$ cat src/rtl/cc_bus_arbiter.sv
// Two-core MSI coherent bus arbiter in front of a single-ported RAM; one transaction in flight.
// Optional CCARB_ROUND_ROBIN_EN: round-robin tie-break instead of fixed core-0 priority.
module cc_bus_arbiter #(
  parameter int unsigned CPUS = 2
) (
  input  logic                      CLK,
  input  logic                      nRST,
  input  logic [CPUS-1:0]           iren_i,
  input  logic [CPUS-1:0][31:0]     iaddr_i,
  output logic [CPUS-1:0]           iwait_o,
  output logic [CPUS-1:0][31:0]     iload_o,
  input  logic [CPUS-1:0]           dren_i,
  input  logic [CPUS-1:0]           dwen_i,
  input  logic [CPUS-1:0][31:0]     daddr_i,
  input  logic [CPUS-1:0][31:0]     dstore_i,
  output logic [CPUS-1:0]           dwait_o,
  output logic [CPUS-1:0][31:0]     dload_o,
  input  logic [CPUS-1:0]           cctrans_i,
  input  logic [CPUS-1:0]           ccwrite_i,
  output logic [CPUS-1:0]           ccwait_o,
  output logic [CPUS-1:0]           ccinv_o,
  output logic [CPUS-1:0][31:0]     ccsnoopaddr_o,
  output logic                      ramren_o,
  output logic                      ramwen_o,
  output logic [31:0]               ramaddr_o,
  output logic [31:0]               ramstore_o,
  input  logic [31:0]               ramload_i,
  input  logic                      ramwait_i
);

  localparam logic [3:0] StIdle   = 4'd0;
  localparam logic [3:0] StSnoop  = 4'd1;
  localparam logic [3:0] StRd0    = 4'd2;
  localparam logic [3:0] StRd1    = 4'd3;
  localparam logic [3:0] StWb0    = 4'd4;
  localparam logic [3:0] StWb1    = 4'd5;
  localparam logic [3:0] StC2c0   = 4'd6;
  localparam logic [3:0] StC2c1   = 4'd7;
  localparam logic [3:0] StIfetch = 4'd8;

  logic [3:0]      state_q, state_d;
  logic            grant_q, grant_d;
  logic            oth;
  logic [CPUS-1:0] dreq, cand;
  logic            pick;

  assign oth  = ~grant_q;
  assign dreq = dren_i | dwen_i | cctrans_i;
  // Any data request outranks every instruction fetch.
  assign cand = (|dreq) ? dreq : iren_i;

`ifdef CCARB_ROUND_ROBIN_EN
  logic rr_q, rr_d;

  assign pick = (&cand) ? ~rr_q : cand[1];
  assign rr_d = (state_q == StIdle && |cand) ? pick : rr_q;

  always_ff @(posedge CLK or negedge nRST) begin
    if (!nRST) rr_q <= 1'b0;
    else       rr_q <= rr_d;
  end
`else
  assign pick = ~cand[0];
`endif

  always_comb begin
    state_d = state_q;
    grant_d = grant_q;
    case (state_q)
      StIdle: begin
        if (|cand) begin
          grant_d = pick;
          if (dreq[pick]) begin
            if (dwen_i[pick] && !cctrans_i[pick]) state_d = StWb0;
            else if (cctrans_i[pick])             state_d = StSnoop;
            else                                  state_d = StRd0;
          end else begin
            state_d = StIfetch;
          end
        end
      end
      StSnoop: begin
        if (ccwrite_i[oth])         state_d = StC2c0;
        else if (dren_i[grant_q])   state_d = StRd0;
        else                        state_d = StIdle;
      end
      StRd0:    if (!ramwait_i) state_d = StRd1;
      StRd1:    if (!ramwait_i) state_d = StIdle;
      StWb0:    if (!ramwait_i) state_d = StWb1;
      StWb1:    if (!ramwait_i) state_d = StIdle;
      StC2c0:   if (!ramwait_i) state_d = StC2c1;
      StC2c1:   if (!ramwait_i) state_d = StIdle;
      StIfetch: if (!ramwait_i) state_d = StIdle;
      default:  state_d = StIdle;
    endcase
  end

  always_ff @(posedge CLK or negedge nRST) begin
    if (!nRST) begin
      state_q <= StIdle;
      grant_q <= 1'b0;
    end else begin
      state_q <= state_d;
      grant_q <= grant_d;
    end
  end

  always_comb begin
    iwait_o       = '1;
    dwait_o       = '1;
    iload_o       = '0;
    dload_o       = '0;
    ccwait_o      = '0;
    ccinv_o       = '0;
    ccsnoopaddr_o = '0;
    ramren_o      = 1'b0;
    ramwen_o      = 1'b0;
    ramaddr_o     = '0;
    ramstore_o    = '0;
    case (state_q)
      StSnoop: begin
        ccwait_o[oth]      = 1'b1;
        ccinv_o[oth]       = ccwrite_i[grant_q];
        ccsnoopaddr_o[oth] = daddr_i[grant_q];
      end
      StRd0, StRd1: begin
        ramren_o          = 1'b1;
        ramaddr_o         = daddr_i[grant_q];
        dload_o[grant_q]  = ramload_i;
        dwait_o[grant_q]  = ramwait_i;
      end
      StWb0, StWb1: begin
        ramwen_o          = 1'b1;
        ramaddr_o         = daddr_i[grant_q];
        ramstore_o        = dstore_i[grant_q];
        dwait_o[grant_q]  = ramwait_i;
      end
      StC2c0, StC2c1: begin
        // M holder's write-back is forwarded to the requester while RAM absorbs it.
        ccwait_o[oth]      = 1'b1;
        ccinv_o[oth]       = ccwrite_i[grant_q];
        ccsnoopaddr_o[oth] = daddr_i[grant_q];
        ramwen_o           = 1'b1;
        ramaddr_o          = daddr_i[oth];
        ramstore_o         = dstore_i[oth];
        dload_o[grant_q]   = dstore_i[oth];
        dwait_o[grant_q]   = ramwait_i;
        dwait_o[oth]       = ramwait_i;
      end
      StIfetch: begin
        ramren_o          = 1'b1;
        ramaddr_o         = iaddr_i[grant_q];
        iload_o[grant_q]  = ramload_i;
        iwait_o[grant_q]  = ramwait_i;
      end
      default: ;
    endcase
  end

endmodule

$ cat config.mk
export PLATFORM = sky130hd
export DESIGN_NAME = cc_bus_arbiter
export DESIGN_NICKNAME = d
export VERILOG_FILES = /design/src/rtl/cc_bus_arbiter.sv
export SDC_FILE = /design/constraint.sdc
export NUM_CORES = 1
export LEC_CHECK = 0
export BUFFER_PORTS_ARGS = -buffer_cell sky130_fd_sc_hd__buf_2
export CORE_AREA = 4 4 192 194
export CTS_CLUSTER_DIAMETER = 40
export DETAILED_ROUTE_END_ITERATION = 10
export DIE_AREA = 0 0 196 198
export SYNTH_ARGS = -nofsm -noshare
export SYNTH_HDL_FRONTEND = slang
export SYNTH_SLANG_ARGS = --single-unit
$ cat constraint.sdc
create_clock -name CLK -period 2.11 [get_ports CLK]
set_input_delay 0.3165 -clock CLK [delete_from_list [all_inputs] [get_ports CLK]]
set_output_delay 0.3165 -clock CLK [all_outputs]
set_load 0.005 [all_outputs]
Word-level counts from Yosys, hierarchy flattened. Cells that the tools add are included.

Magnitude comparators: 5. Eq/ne operators: 13. Multiplexer cells: 54. Bitwise operators: 10. Reductions and logical operators: 17.

Operator list (number): 32-bit two-way mux (12); 64-bit bitwise AND (3); 64-bit two-way mux (2); 64-bit case mux with 2 select lines (1); 32-bit case mux with 3 select lines (1); 32-bit demux with 1-bit select (2); 32-bit case mux with 2 select lines (1); 4-bit two-way mux (6); 4-bit case mux with 6 select lines (1); 4-bit by 3-bit == test with 1-bit output (second input constant) (4); 1-bit two-way mux (16); 2-bit two-way mux (6); 4-bit OR reduction (3); 2-bit != test (second input constant) (5); 2-bit OR reduction (5); 4-bit by 2-bit == test with 1-bit output (second input constant) (2); 1-bit by 2-bit < comparator with 1-bit output (second input constant) (3); 3-bit two-way mux (2); 2-bit bitwise OR (3); 3-bit OR reduction (2); 5-bit AND reduction (1); 4-bit by 1-bit == test with 1-bit output (second input constant) (1); 4-bit == test (second input constant) (1); 4-bit logical NOT (1); other kinds (10) (15).

Flip-flop bits (word level): 5. Input port bits: 237. Output and inout bits: 266. Word-level logic and storage cells: 101.

Longest topological paths before layout. Gate-level depths: netlist (run 1).

Depth after elaboration: 13. Gate-level depth with buffers: 7. Depth with buffers taken out: 4.

Worst setup path after synthesis (run 1). No wires, ideal clock.

Kind: register to output. From: register state_q[2]. To: output port ccsnoopaddr_o[10] (netlist bit). Arrival: 1435 ps. Data required time: 1794 ps. Setup slack: 358 ps. Cell stages (with the launch flop): 6. Path buffers: 2. Path through: dfrtp_1 -> buf_4 -> or3b_4 -> a21oi_4 -> buf_2 -> and2_1.

RTL lines: start: declaration (RTL line 41) `logic [3:0] state_q, state_d;`; start signal: assignment (RTL line 100) `state_q <= StIdle;`; start signal: assignment (RTL line 103) `state_q <= state_d;`; end: declaration (RTL line 22) `output logic [CPUS-1:0][31:0] ccsnoopaddr_o,`.

Final worst setup path (run 1).
From: register state_q[1]. To: output port ramaddr_o[18].

Longest elaborated chain between the ends: 3. Elaborated cells on any way between the ends: 10. Classes of those cells: eq/ne: 7; mux: 1; reduce/logical: 2.

Ends and longest elaborated chain: 4-bit by 3-bit == test with 1-bit output or 4-bit by 2-bit == test with 1-bit output (tied branches) (RTL line 120) `case (state_q)`; 4-bit OR reduction (no source line) or 2-bit OR reduction (tied branches); 32-bit case mux with 3 select lines (*) (RTL line 120); end: declaration (RTL line 25) `output logic [31:0] ramaddr_o,`.

Every way passes the cells marked *; elsewhere a longest branch is shown, timed or not.

==> impl_metrics.json, run 1 <==
{
  "worstPathRequired_ns": 1.79,
  "synth_seq_area_share": 0.0392,
  "grt_max_degree": 35,
  "synth_flop_cell": "dfrtp_1",
  "overflow": 0,
  "postPlaceCellArea_um2": 6500,
  "wirelength_um": 29900,
  "ys.warnings.count": 0,
  "ys_ff_latch": 5,
  "power_leakage_uw": 0.00460,
  "stdcell_area_um2": 8270,
  "layout-drive-gt1-share": 0.660,
  "syn-cell-area_um2": 3190,
  "grt_pass1_wl_um": 34900,
  "die_x_um": 196,
  "synth-edff-count": 0,
  "cp_max_fo": 23,
  "synthToLayoutAreaGrowth_pct": 159,
  "cap_viol_max_count": 0,
  "rows": 69,
  "clockBufferDepth": 2,
  "worst_pin_slew_ns": 0.518,
  "slew_violations": 0,
  "grt_pass1_vias": 5893,
  "cts_sinks": 5,
  "power.density_nw_per_um2": 1260,
  "routedWlPerCell_um": 19.6,
  "hpwl_um": 19100,
  "most-common-layout-cells": "buf_2 (474), nand2_1 (106), and2_1 (104)",
  "fin_skew_ns": 0.00151,
  "numCtsBuffers": 3,
  "clock-root-buffer": "clkbuf_16",
  "setup_viol": 230,
  "fin_ws_ns": -0.200,
  "drt_iter0_markers": 609,
  "synthesis.nets": 753,
  "num-nets-final": 1297,
  "period_share": 1.09,
  "cts_tree": "yes",
  "fin_util": 0.235,
  "vdd_drop_max_v": 0.000600,
  "grt_use_total": 0.112,
  "netlist-cell-type-count": 40,
  "pin_count": 503,
  "gp_congestion": 0.901,
  "final_common_cell": "buf_2",
  "firstDrtPassIters": 8,
  "io_buffers": 502,
  "violations": "setup timing",
  "antenna_found_initial": 1,
  "final-hold-violation-count": 0,
  "fmax_ghz": 0.433,
  "h-tree-depth": 1,
  "postRouteAntennaNets": 0,
  "drc": 0,
  "slew_headroom": 0.655,
  "arrival_ns": 1.99,
  "crit_path_end_kind": "output pin",
  "num_vias": 6548,
  "syn_inst": 516,
  "worstHoldPathType": "input pin to flop",
  "rsz0062_at_grt": "true",
  "initial_core_util": 0.0906,
  "syn_avg_cell_area_um2": 6.19,
  "core_um2": 35200,
  "via_per_inst": 4.31,
  "synthArstFlopShare": 1.00,
  "crit_path_start_kind": "flop",
  "status": "complete, but fails checks",
  "fin_crit_ns": 2.31,
  "dieArea_um2": 38800,
  "clkSlewWorstSetupHoldPaths_ns": 0.03,
  "crit_type": "flop to output pin",
  "worstSkewPairLatency_ns": 0.23,
  "die_h_um": 198
}
[area by class of cell]
type	count	area (um^2)
clock inverter	1	5.00
timing repair buffer	594	4250
multi-input combinational	453	3220
tap	461	577
inverter	3	11.3
antenna	1	2.50
sequential	5	129
fill	3850	27000
clock buffer	3	75.1
[per-stage QoR]
stage | total power [uW] | worst slack (ns) | setup TNS, ns | cells | hold WS [ns]
floorplan | 3370 | 0.358 | 0 | 516 | 0.0209
global placement | 6570 | 0.0551 | 0 | 1461 | 0.140
detailed placement | 6610 | -0.0378 | -0.0378 | 1461 | 0.138
CTS | 7550 | -0.104 | -2.09 | 1475 | 0.421
global route | 11000 | -0.242 | -34.71 | 1521 | 0.470
finish | 10400 | -0.200 | -22.50 | 1521 | 0.428
[cells by family after synthesis]
| group | Yosys count | synth area share |
|---|---|---|
| AO/OA/AOI/OAI | 150 | 0.381 |
| XOR/XNOR | 3 | 0.0106 |
| buffers and inverters | 58 | 0.0921 |
| flip-flops | 5 | 0.0392 |
| multiplexers | 2 | 0.00627 |
| AND/OR/NAND/NOR | 298 | 0.471 |
[timing repair]
| action | 4_1_cts | 5_1_grt |
|---|---|---|
| gates resized for setup | 21 | 163 |
| setup buffers | 3 | 29 |
| hold buffers | 1 | 0 |
| setup endpoints to repair | 168 | 202 |
| cloned | 6 | 16 |
| endpoints found under the hold margin | 5 | 0 |
| pin swaps | 12 | 117 |
[metal layers]
| metal | track usage | wire length [um] | vias up |
|---|---|---|---|
| li1 | - | - | 2941 |
| met1 | 0.146 | 11800 | 3077 |
| met3 | 0.0267 | 3330 | 51 |
| met5 | 0 | 0 | - |
| met2 | 0.188 | 14100 | 479 |
| met4 | 0.0248 | 666 | 0 |
[path summary, 6_finish.rpt]
kind,from,end,slack [ns],cells after the start
setup / recovery,state_q[1]$_DFFE_PN0P_,ramaddr_o[18],-0.20,7
max in group asynchronous,nRST,grant_q$_DFFE_PN0P_,1.52,2
hold reg to reg,state_q[0]$_DFFE_PN0P_,state_q[3]$_DFFE_PN0P_,0.66,2
min in group asynchronous,nRST,state_q[3]$_DFFE_PN0P_,0.44,2
setup reg to reg,state_q[1]$_DFFE_PN0P_,state_q[1]$_DFFE_PN0P_,0.18,7
hold / removal,ramwait_i,state_q[0]$_DFFE_PN0P_,0.43,3
[flip-flops by register name (all words and copies together) (netlist names)]
signal   count
grant_q      1
state_q      4
[report_power, final]
| group | switching, uW | total (uW) | internal [uW] | leakage [uW] |
|---|---|---|---|---|
| Sequential | 78.0 | 219 | 141 | 0.0000594 |
| Clock | 64.1 | 312 | 248 | 0.0000409 |
| Combinational | 4870 | 9870 | 5000 | 0.00450 |
| Total | 5010 | 10400 | 5390 | 0.00460 |
[synthesized netlist by cell type, types with 2 or more instances]
library cell  number  area share
buf_2             28       0.044
o21ai_0            2      0.0031
dfrtp_1            5       0.039
a211o_1            2      0.0055
or2_2              2      0.0039
clkbuf_1          13       0.015
a222oi_1          32        0.10
a21oi_4            2       0.010
clkbuf_2           6      0.0094
a21oi_1           38       0.060
buf_4              7       0.016
nand2b_1           5      0.0098
and2_1           130        0.25
a22o_1            64        0.18
nand2_1          131        0.15
inv_1              3      0.0035
nor2_1            16       0.019
mux2i_1            2      0.0063
nor3_1             5      0.0078
a211oi_1           2      0.0047
o22ai_1            2      0.0039
[critical path, cell delays in order (launching register included)]
cell and delay, ns:
dfrtp_2 0.45, buf_4 0.17, nand2_4 0.08, o22ai_2 0.10, buf_12 0.18, a222oi_1 0.52, nand2_1 0.09, buf_2 0.15
(Power assumes the default switching activity.)
==> run 2: changes to the inputs <==
--- a/config.mk
+++ b/config.mk
@@ -5,11 +5,12 @@
 export SDC_FILE = /design/constraint.sdc
 export NUM_CORES = 1
 export LEC_CHECK = 0
+export ABC_AREA = 1
 export BUFFER_PORTS_ARGS = -buffer_cell sky130_fd_sc_hd__buf_2
-export CORE_AREA = 4 4 192 194
+export CORE_AREA = 4 4 194 196
 export CTS_CLUSTER_DIAMETER = 40
 export DETAILED_ROUTE_END_ITERATION = 10
-export DIE_AREA = 0 0 196 198
+export DIE_AREA = 0 0 198 200
 export SYNTH_ARGS = -nofsm -noshare
 export SYNTH_HDL_FRONTEND = slang
 export SYNTH_SLANG_ARGS = --single-unit
==> run 2 against run 1 <==
  * The flow still finishes with violations (setup timing)
  * Maximum frequency up 9.0%
  * Synthesized cell count grew 80%
  * Via count increased by 32%
  * Sequential cell count did not move
  * Non-clock buffer count down 31
  * Utilization up 1.2 points
  * Wire length grew 14%
  * Area after synthesis rose by 47%
  * Worst setup slack improved by 0.19 ns
  * Clock skew is essentially flat
==> impl_metrics.json, run 2 <==
{
  "status": "complete, but fails checks",
  "violations": "setup timing",
  "netlist-cell-type-count": 24,
  "fillCellCount": 4061,
  "pin_count": 503,
  "fin_skew_ns": 0.00128,
  "yosysTopAreaCellShare": 0.244,
  "grt_pass1_vias": 7620,
  "worstHoldPathType": "input pin to asynchronous set/reset pin",
  "top_regs": "state_q (4), grant_q (1)",
  "crit_path_start_kind": "flop",
  "ys.warnings.count": 0,
  "hold_ws_ns": 0.462,
  "synthArstFlopShare": 1.00,
  "largest_reg_flops": 4,
  "vdd_drop_max_v": 0.000508,
  "yosys-top-cells-area": "nand2_1 (24%), inv_1 (14%), o32ai_1 (10%), nor3_1 (6.0%), o2111ai_1 (6.0%)",
  "final-hold-violation-count": 0,
  "postRouteAntennaNets": 0,
  "rsz0062_at_grt": "true",
  "layout-drive-gt1-share": 0.481,
  "slew_headroom": 0.732,
  "cp_num_buf_inv": 4,
  "drc": 0,
  "critPathMostFrequentCell": "buf_12",
  "numCtsBuffers": 3,
  "die_h_um": 200,
  "clock-root-buffer": "clkbuf_16",
  "gp_congestion": 0.934,
  "period_share": 1.00,
  "cts_tree": "yes",
  "power_uw": 8300,
  "slew_violations": 0,
  "power.density_nw_per_um2": 934,
  "setup_viol": 2,
  "via_per_inst": 4.59,
  "syn_avg_cell_area_um2": 5.05,
  "cap_viol_max_count": 0,
  "most-common-layout-cells": "buf_2 (499), nand2_1 (300), inv_1 (164)",
  "clockBufferDepth": 2,
  "cts_sinks": 5,
  "arrival_ns": 1.80,
  "fin_crit_ns": 2.12,
  "post-place-cells": 1854,
  "critPathSlowestCell": "dfrtp_2",
  "grt_use_total": 0.138,
  "h-tree-depth": 1,
  "synth_area_leader_cell": "nand2_1",
  "num-nets-final": 1651,
  "ys_ff_latch": 5,
  "syn-cell-area_um2": 4690,
  "worstPathRequired_ns": 1.79,
  "io_buffers": 502,
  "slowest_delay_ns": 0.44,
  "synth_flop_cell": "dfrtp_1",
  "drt_iter0_markers": 728,
  "regMostFlops": "state_q",
  "wirelength_um": 34100,
  "synth.cells.most_frequent": "nand2_1 (305), inv_1 (169), nor2_1 (64)",
  "clkSlewWorstSetupHoldPaths_ns": 0.03,
  "rows": 70,
  "pre_cts_slack_ns": 0.0896,
  "crit_path_end_kind": "output pin",
  "power_leakage_uw": 0.00503,
  "synthToLayoutAreaGrowth_pct": 89.6,
  "synth-edff-count": 0,
  "synthesis.nets": 1166,
  "fin_util": 0.246,
  "grt_pass1_wl_um": 43500,
  "critPathTopFamily": "buffers and inverters",
  "worst_pin_slew_ns": 0.398,
  "grt_max_degree": 67,
  "dieArea_um2": 39600,
  "final_common_cell": "buf_2",
  "antenna_found_initial": 3,
  "overflow": 0,
  "cp_max_fo": 46,
  "instances_no_fill": 1882,
  "path_cells": "inv_2 -> nand2_4 -> nor2_4 -> buf_12 -> nand2_8 -> buf_12 -> o221ai_1 -> buf_2",
  "syn_inst": 929,
  "hpwl_um": 24500,
  "fin_ws_ns": -0.00853,
  "initial_core_util": 0.130,
  "synth_seq_area_share": 0.0267,
  "fmax_ghz": 0.472,
  "synth.most_common_cell": "nand2_1",
  "firstDrtPassIters": 5,
  "core_um2": 36100,
  "crit_type": "flop to output pin",
  "routedWlPerCell_um": 18.1,
  "worstSkewPairLatency_ns": 0.23,
  "num_vias": 8633,
  "die_x_um": 198
}
==> run 2: cell count changes after synthesis, sizes merged, moves of 38 or more <==
cell	before	now
nor2	16	87
a22o	64	0
nand2	132	309
o21ai	2	42
nor3	5	56
a21oi	40	2
o32ai	1	55
inv	3	177
and2	130	0
==> run 2: repair_timing <==
action,CTS,global route
setup endpoints to repair,47,141
resized for setup,10,120
setup buffers,1,9
endpoints found under the hold margin,5,0
cloned,1,11
pin swaps,1,8
hold buffers,1,0
==> run 2: final cells by class <==
type | count | area (um^2) | area share
diodes | 1 | 2.50 | 0.000281
clock buffers | 4 | 78.8 | 0.00887
inverters | 177 | 681 | 0.0766
multi-input cells | 664 | 3950 | 0.444
flip-flops and latches | 5 | 131 | 0.0148
well taps | 468 | 586 | 0.0659
repair buffers | 563 | 3460 | 0.389
==> run 2: routing by layer <==
metal	routed length [um]	GRT usage	vias to the layer above
met4	952	0.0444	4
met3	3100	0.0270	52
li1	-	-	4074
met1	13400	0.170	3982
met2	16600	0.241	521
met5	33	0	-
==> run 2: logic make-up after synthesis <==
logic type | Yosys count | share of synthesized area
AOI/OAI and AO/OA | 205 | 0.334
buffers and inverters | 260 | 0.237
DFF | 5 | 0.0267
and+or+nand+nor | 459 | 0.402
==> run 2: worst paths after layout <==
kind / to / cells past startpoint / startpoint / slack, ns
setup / recovery: ramstore_o[6] / 8 / state_q[3]$_DFFE_PN0P_ / -0.009
hold / removal: state_q[0]$_DFFE_PN0P_ / 2 / nRST / 0.46
setup reg to reg: state_q[1]$_DFFE_PN0P_ / 9 / grant_q$_DFFE_PN0P_ / 0.28
hold reg to reg: state_q[3]$_DFFE_PN0P_ / 2 / state_q[3]$_DFFE_PN0P_ / 0.60
max in group asynchronous: grant_q$_DFFE_PN0P_ / 2 / nRST / 1.49
min in group CLK: grant_q$_DFFE_PN0P_ / 4 / cctrans_i[0] / 0.46
==> run 2: power by group <==
part / switching [uW] / internal (uW) / leakage, uW
clock network: 61.3 / 250 / 0.0000382
registers: 59.6 / 140 / 0.0000603
logic: 4530 / 3260 / 0.00493
total: 4650 / 3650 / 0.00503
==> run 2: through the flow <==
stage	setup TNS (ns)	cell area [um^2]
after floorplan	0	4690
after global placement	0	7830
after detailed placement	0	7830
after CTS	0	8000
after global routing	-3.51	8890
final	-0.0106	8890
